$ cat src/rtl/mem_writeback_controller_if.sv
// mem_writeback_controller_if: launch, register-file read and memory write signals of the write-back controller
//   master : controller side (drives strobes, addresses, data, status)
//   slave  : environment side (drives start/base/count, returns register data)
//   start_i, base_addr_i, count_i : launch request and transfer descriptor
//   reg_address_o, reg_rd_en_o, reg_dout_i : register-file sync read port
//   address_o, din_o, we_o : data-memory sync write port
//   state_o, checksum_o, busy_o, done_o : status
interface mem_writeback_controller_if #(
   parameter int MEM_AW = 5,
   parameter int REG_AW = 4,
   parameter int DW     = 8
);
   logic              start_i;
   logic [MEM_AW-1:0] base_addr_i;
   logic [REG_AW:0]   count_i;
   logic [REG_AW-1:0] reg_address_o;
   logic              reg_rd_en_o;
   logic [DW-1:0]     reg_dout_i;
   logic [MEM_AW-1:0] address_o;
   logic [DW-1:0]     din_o;
   logic              we_o;
   logic [2:0]        state_o;
   logic [DW-1:0]     checksum_o;
   logic              busy_o;
   logic              done_o;
   modport master (
      input  start_i, base_addr_i, count_i, reg_dout_i,
      output reg_address_o, reg_rd_en_o, address_o, din_o, we_o,
             state_o, checksum_o, busy_o, done_o
   );
   modport slave (
      output start_i, base_addr_i, count_i, reg_dout_i,
      input  reg_address_o, reg_rd_en_o, address_o, din_o, we_o,
             state_o, checksum_o, busy_o, done_o
   );
endinterface

$ cat src/rtl/mem_writeback_controller.sv
// mem_writeback_controller: copies a block of register-file entries into the 32x8 data memory
//   clk   : system clock, rising edge
//   reset : asynchronous active-high, clears all state and outputs
//   bus   : mem_writeback_controller_if master (launch, reg read port, mem write port, status)
module mem_writeback_controller #(
   parameter int MEM_AW = 5,
   parameter int REG_AW = 4,
   parameter int DW     = 8
) (
   input logic                      clk,
   input logic                      reset,
   mem_writeback_controller_if.master bus
);
   localparam logic [2:0] S_IDLE = 3'd0;
   localparam logic [2:0] S_RD   = 3'd1;
   localparam logic [2:0] S_WAIT = 3'd2;
   localparam logic [2:0] S_WR   = 3'd3;
   localparam logic [2:0] S_DONE = 3'd4;
   localparam logic [REG_AW:0] MAX_CNT = {1'b1, {REG_AW{1'b0}}};
   logic [2:0]        state_q, state_d;
   logic              start_q;
   logic [MEM_AW-1:0] base_q;
   logic [REG_AW:0]   count_q, count_c;
   logic [REG_AW-1:0] index_q, index_d;
   logic [DW-1:0]     data_q, checksum_q;
   logic [REG_AW-1:0] reg_address_q;
   logic [MEM_AW-1:0] address_q;
   logic              reg_rd_en_q, we_q, done_q;
   logic              launch, last;
   always_comb begin
      count_c = (bus.count_i > MAX_CNT) ? MAX_CNT : bus.count_i;
      launch  = (state_q == S_IDLE) && bus.start_i && !start_q;
      last    = ({1'b0, index_q} + (REG_AW+1)'(1)) == count_q;
      state_d = (state_q == S_IDLE) ? (launch ? ((count_c == '0) ? S_DONE : S_RD) : S_IDLE)
              : (state_q == S_RD)   ? S_WAIT
              : (state_q == S_WAIT) ? S_WR
              : (state_q == S_WR)   ? (last ? S_DONE : S_RD)
              : S_IDLE;
      index_d = launch ? '0 : (state_q == S_WR && !last) ? index_q + 1'b1 : index_q;
   end
   // Strobes are decoded from the next state so each is high exactly while
   // the FSM sits in its state; an async reset drops them at once.
   always_ff @(posedge clk or posedge reset) begin
      if (reset) begin
         state_q       <= S_IDLE;
         start_q       <= 1'b0;
         base_q        <= '0;
         count_q       <= '0;
         index_q       <= '0;
         data_q        <= '0;
         checksum_q    <= '0;
         reg_address_q <= '0;
         address_q     <= '0;
         reg_rd_en_q   <= 1'b0;
         we_q          <= 1'b0;
         done_q        <= 1'b0;
      end else begin
         state_q     <= state_d;
         start_q     <= bus.start_i;
         index_q     <= index_d;
         reg_rd_en_q <= state_d == S_RD;
         we_q        <= state_d == S_WR;
         done_q      <= state_d == S_DONE;
         checksum_q  <= launch ? '0 : (state_q == S_WR) ? checksum_q + data_q : checksum_q;
         if (launch) begin
            base_q  <= bus.base_addr_i;
            count_q <= count_c;
         end
         if (state_q == S_WAIT) data_q <= bus.reg_dout_i;
         if (state_d == S_RD) reg_address_q <= index_d;
         // 5-bit add: addresses past the top of memory wrap to 0
         if (state_d == S_WR) address_q <= base_q + MEM_AW'(index_q);
      end
   end
   assign bus.reg_address_o = reg_address_q;
   assign bus.reg_rd_en_o   = reg_rd_en_q;
   assign bus.address_o     = address_q;
   assign bus.din_o         = data_q;
   assign bus.we_o          = we_q;
   assign bus.state_o       = state_q;
   assign bus.checksum_o    = checksum_q;
   assign bus.busy_o        = state_q inside {S_RD, S_WAIT, S_WR, S_DONE};
   assign bus.done_o        = done_q;
endmodule

$ cat src/flat_wrapper.sv
// flat-port wrapper written by rule: the top's interface ports become plain ports
module mem_writeback_controller_flat 
#(
   parameter int MEM_AW = 5,
   parameter int REG_AW = 4,
   parameter int DW     = 8
)
  (clk, reset, bus_start_i, bus_base_addr_i, bus_count_i, bus_reg_dout_i, bus_reg_address_o, bus_reg_rd_en_o, bus_address_o, bus_din_o, bus_we_o, bus_state_o, bus_checksum_o, bus_busy_o, bus_done_o);
  mem_writeback_controller_if #(.MEM_AW(MEM_AW), .REG_AW(REG_AW), .DW(DW)) bus_i ();
  input logic clk;
  input logic reset;
  input wire logic [$bits(bus_i.start_i)-1:0] bus_start_i;
  input wire logic [$bits(bus_i.base_addr_i)-1:0] bus_base_addr_i;
  input wire logic [$bits(bus_i.count_i)-1:0] bus_count_i;
  input wire logic [$bits(bus_i.reg_dout_i)-1:0] bus_reg_dout_i;
  output wire logic [$bits(bus_i.reg_address_o)-1:0] bus_reg_address_o;
  output wire logic [$bits(bus_i.reg_rd_en_o)-1:0] bus_reg_rd_en_o;
  output wire logic [$bits(bus_i.address_o)-1:0] bus_address_o;
  output wire logic [$bits(bus_i.din_o)-1:0] bus_din_o;
  output wire logic [$bits(bus_i.we_o)-1:0] bus_we_o;
  output wire logic [$bits(bus_i.state_o)-1:0] bus_state_o;
  output wire logic [$bits(bus_i.checksum_o)-1:0] bus_checksum_o;
  output wire logic [$bits(bus_i.busy_o)-1:0] bus_busy_o;
  output wire logic [$bits(bus_i.done_o)-1:0] bus_done_o;
  assign bus_i.start_i = bus_start_i;
  assign bus_i.base_addr_i = bus_base_addr_i;
  assign bus_i.count_i = bus_count_i;
  assign bus_i.reg_dout_i = bus_reg_dout_i;
  assign bus_reg_address_o = bus_i.reg_address_o;
  assign bus_reg_rd_en_o = bus_i.reg_rd_en_o;
  assign bus_address_o = bus_i.address_o;
  assign bus_din_o = bus_i.din_o;
  assign bus_we_o = bus_i.we_o;
  assign bus_state_o = bus_i.state_o;
  assign bus_checksum_o = bus_i.checksum_o;
  assign bus_busy_o = bus_i.busy_o;
  assign bus_done_o = bus_i.done_o;
  mem_writeback_controller #(.MEM_AW(MEM_AW), .REG_AW(REG_AW), .DW(DW)) u_core (.clk(clk), .reset(reset), .bus(bus_i));
endmodule
$ cat config.mk
export PLATFORM = sky130hd
export DESIGN_NAME = mem_writeback_controller_flat
export DESIGN_NICKNAME = d
export VERILOG_FILES = /design/src/rtl/mem_writeback_controller_if.sv /design/src/rtl/mem_writeback_controller.sv /design/src/flat_wrapper.sv
export SDC_FILE = /design/constraint.sdc
export NUM_CORES = 1
export LEC_CHECK = 0
export ABC_AREA = 0
export BUFFER_PORTS_ARGS = -buffer_cell sky130_fd_sc_hd__buf_2
export CAP_MARGIN = 40
export CORE_UTILIZATION = 45
export DETAILED_ROUTE_END_ITERATION = 6
export PLACE_DENSITY = 0.76
export SYNTH_ARGS = -nofsm -noshare
export SYNTH_HDL_FRONTEND = slang
export SYNTH_SLANG_ARGS = --single-unit
export TNS_END_PERCENT = 100
$ cat constraint.sdc
create_clock -name clk -period 5.52 [get_ports clk]
set_input_delay 1.104 -clock clk [delete_from_list [all_inputs] [get_ports clk]]
set_output_delay 1.104 -clock clk [all_outputs]
set_load 0.005 [all_outputs]
* Yosys cells after proc, flatten, opt, wreduce, memory -nomap -nowiden *
Cells that the tools add are included.

cells by class
  add/sub/neg operators = 4
  order comparisons = 1
  equality and inequality tests = 8
  muxes and demuxes = 12
  reduce and logical (&&, ||, !) cells = 9

operators by type and width
  operator               count
  $mux W3                7
  $mux W8                2
  $eq A3 B2 Y1 const B   3
  $add A8 B8 Y8          1
  $mux W4                2
  $eq A3 B1 Y1 const B   2
  $eq A3 B3 Y1 const B   2
  $add A4 B1 Y5 const B  1
  $add A5 B4 Y5          1
  $eq A5 B5 Y1           1
  $gt A5 B5 Y1 const B   1
  $logic_not A5 Y1       1
  $mux W5                1
  $add A4 B1 Y4 const B  1
  $reduce_bool A4 Y1     1
  $logic_and A1 B1 Y1    3
  $logic_not A3 Y1       1
  $logic_not A1 Y1       2
  $reduce_bool A2 Y1     1

word-level totals
  bits in registers = 46
  input port bits = 21
  output and inout bits = 32
  word-level logic and storage cells = 46

* Logic depth before layout (Yosys ltp) *
  depth in word-level cells = 8
  mapped depth = 9
  depth with buffers taken out = 9

* Worst setup path after synthesis *
No wires, ideal clock.

  path kind = register to output
  from = register u_core.state_q[0], in the netlist u_core.bus.state_o[0]
  to = output port bus_busy_o
  data arrival time = 0.862 ns
  required time = 4.416 ns
  setup slack = 3.554 ns
  stages on the path, launching flop included = 4
  buffers on the path = 1
  cell sequence = dfrtp_1 clkbuf_1 nor2_1 xnor2_1

on the way
  cells in the longest elaborated chain, start to end = 2
  elaborated cells on any way between the ends = 5

RTL lines
  item                                  RTL line                        source
  start, declared                       mem_writeback_controller.sv:20  logic [2:0] state_q, state_d;
  start signal, assigned                mem_writeback_controller.sv:58  state_q <= state_d;
  $eq A3 B1 Y1 (tied with other cells)  mem_writeback_controller.sv:82  assign bus.busy_o = state_q inside {S_RD, S_WAIT, S_WR, S_DONE};
  $reduce_bool A4 Y1 *                  mem_writeback_controller.sv:82
  end, declared                         flat_wrapper.sv:23              output wire logic [$bits(bus_i.busy_o)-1:0] bus_busy_o;

Every way passes the cells marked *; elsewhere a longest branch is shown, timed or not.

* Worst setup path after layout *
Ends and elaborated chain as after synthesis.

==> results.cfg <==
[run_status]
status = complete, no violations

[logic_synthesis]
syn_nets = 282
ys_ff_latch = 46
syn_area_per_cell_um2 = 9.53
yosysWarnings = 0
synth_common_cells = nand2_1, dfrtp_1, o21ai_0
synth_edf_count = 0
synthesis.area_um2 = 2350
synth-main-ff-cell = dfrtp_1
synth_cells = 247
ys_top_cells_by_area = dfrtp_1, nand2_1, ha_1
seq_area_frac_synth_pct = 48.9
post-synth-top-area-fraction_pct = 48.9
yosys.area.top_type = dfrtp_1
synth_most_common_cell = nand2_1
ys_async_sr_fraction_pct = 100
synth_cell_types = 37

[global_routing]
antenna_found_initial = 0
overflow = 0
grt_max_degree = 47
grt_first_pass_wirelength_mm = 8.10
grt_pass1_vias = 1793
track_usage_pct = 19.7

[clocking]
cts-htree-levels = 2
clk_path_buf_depth = 2
clkTransAtPathRegs_ns = 0.09
cts_buffers = 5
post_cts_buffers = 0
hold_buffers = 0
tritoncts = done
cts-resized-gates = 0
cts_num_sinks = 46
cts_root_buffer = clkbuf_8
clock_latency_ns = 0.30

[cells_and_area]
num_antenna_cells = 0
fin_util_pct = 56.9
drive_gt1_share_pct = 23.5
layout.nets = 332
fin_area_um2 = 2780
syn_to_final_growth_pct = 17.9

[floorplanning]
coreArea_um2 = 4880
start_util_pct = 48.3
die_w_um = 74.3
fp.dieH_um = 74.3
die-area_um2 = 5530
pin_count = 53
num_rows = 25

[sta]
rsz0062_at_grt = no
fin_setup_tns_ns = 0
hold_viol_final = 0
setup_ws_ns = 3.17
period_needed_ns = 2.35
fin_crit_sh_pct = 42.6
setup_viol = 0
tightest_slew_ns = 0.859
final-max-slew-violation-count = 0
maxSlewHeadroom_pct = 42.6
fin_worst_skew_ns = 0.00476
fmax_ghz = 0.425

[setup_path]
worstPathArrival_ns = 1.25
worstPathMaxFanout = 9
cp_top_family = flip-flops
cp.required_ns = 4.42
path_buf_inv = 1
crit_chain = nor2_1 > xnor2_1 > buf_2
crit_type = flip-flop to primary output
cp_slowest_cell = dfrtp_1
critPathCaptureType = primary output
slowest_delay_ns = 0.48
startpoint_type = flip-flop

[route]
drcViolationCount = 0
firstDrtPassIters = 4
detail_route.iter0.violations = 109
viasPerCell = 5.06
drt_wl_total_mm = 4.68
wire_per_inst_um = 12.8
vias = 1847
ant_nets = 0

[placement]
gp_congestion = 0.760
post-dp-hpwl_mm = 3.33
port-buffer-count = 52
postPlaceCellArea_um2 = 2670
pre_cts_ws_ns = 3.07

[pwr]
ir_drop_v = 0.000140
power.total_mw = 0.865
leakage_nw = 1.42
power_density_nw_per_um2 = 311

[min_path]
hp-class = flip-flop to flip-flop

[run]
maxCapViolCount = 0
[placed cells by master, fill, tap and decap left out, types with 6 or more instances in the layout]
cell	count
buf_2	52
nand3_1	9
ha_1	12
inv_1	10
xor2_1	6
nand2_1	67
xnor2_1	6
o21ai_0	15
nor2_1	12
dfrtp_1	46
[layer usage]
metal | GRT usage, % | part of all wire [%] | vias up
li1 | - | - | 931
met1 | 25.2 | 47 | 857
met2 | 32.7 | 46 | 51
met3 | 5.15 | 5.5 | 8
met4 | 6.71 | 1.6 | 0
met5 | 0 | 0 | -
[worst register-to-register path: stages (launching register included)]
cell and delay, ns:
dfrtp_1 0.42, ha_1 0.32, a211oi_1 0.31, o21ai_0 0.18, o41ai_1 0.36, xnor2_1 0.19
o21ai_0 0.10, a22o_1 0.20
[final timing paths]
kind / to / depth (start not counted) / startpoint / slack, ns
setup reg to reg: u_core.bus.checksum_o[7] / 7 / u_core.bus.checksum_o[1] / 3.35
min in group asynchronous: u_core.bus.we_o / 3 / reset / 0.94
setup / recovery: bus_busy_o / 3 / u_core.bus.state_o[0] / 3.17
hold / removal: u_core.bus.address_o[0] / 2 / u_core.bus.address_o[0] / 0.48
hold reg to reg: u_core.bus.address_o[0] / 2 / u_core.bus.address_o[0] / 0.48
max in group asynchronous: u_core.count_q[2] / 3 / reset / 4.18
[stage by stage]
step / hold slack, ns / std cells
3_5_place_dp: 0.457 / 357
3_3_place_gp: 0.459 / 357
6_report: 0.478 / 365
2_1_floorplan: 0.450 / 247
4_1_cts: 0.480 / 365
5_1_grt: 0.509 / 365
[state kept, by name, indices dropped and copies added, names as in the netlist, 3 cells and up]
signal and flops:
u_core.bus.state_o 3, u_core.count_q 5, u_core.bus.din_o 8, u_core.bus.address_o 5
u_core.index_q 4, u_core.bus.checksum_o 8, u_core.base_q 5, u_core.bus.reg_address_o 4
[cell type report]
cell class	count	area (um2)
well taps	67	83.8
repair buffers	53	268
inverters	11	41.3
flip-flops and latches	46	1150
clock inverters	3	40.0
clock buffers	5	68.8
fillers	462	2100
multi-input cells	180	1120
[cells by family after synthesis]
| family | synth area share, % |
|---|---|
| buffers and inverters | 3.40 |
| xor gates and xnor gates | 5.47 |
| AOI/OAI and AO/OA | 13.3 |
| adders and majority gates | 8.08 |
| and+or+nand+nor | 19.6 |
| DFF | 48.9 |
| muxes | 1.28 |
[where the power goes]
part           internal (mW)  switching (mW)
registers              0.370          0.0298
logic                  0.106           0.112
clock network          0.133           0.114
total                  0.609           0.256
Note: power is estimated with default switching activity, not from simulation.
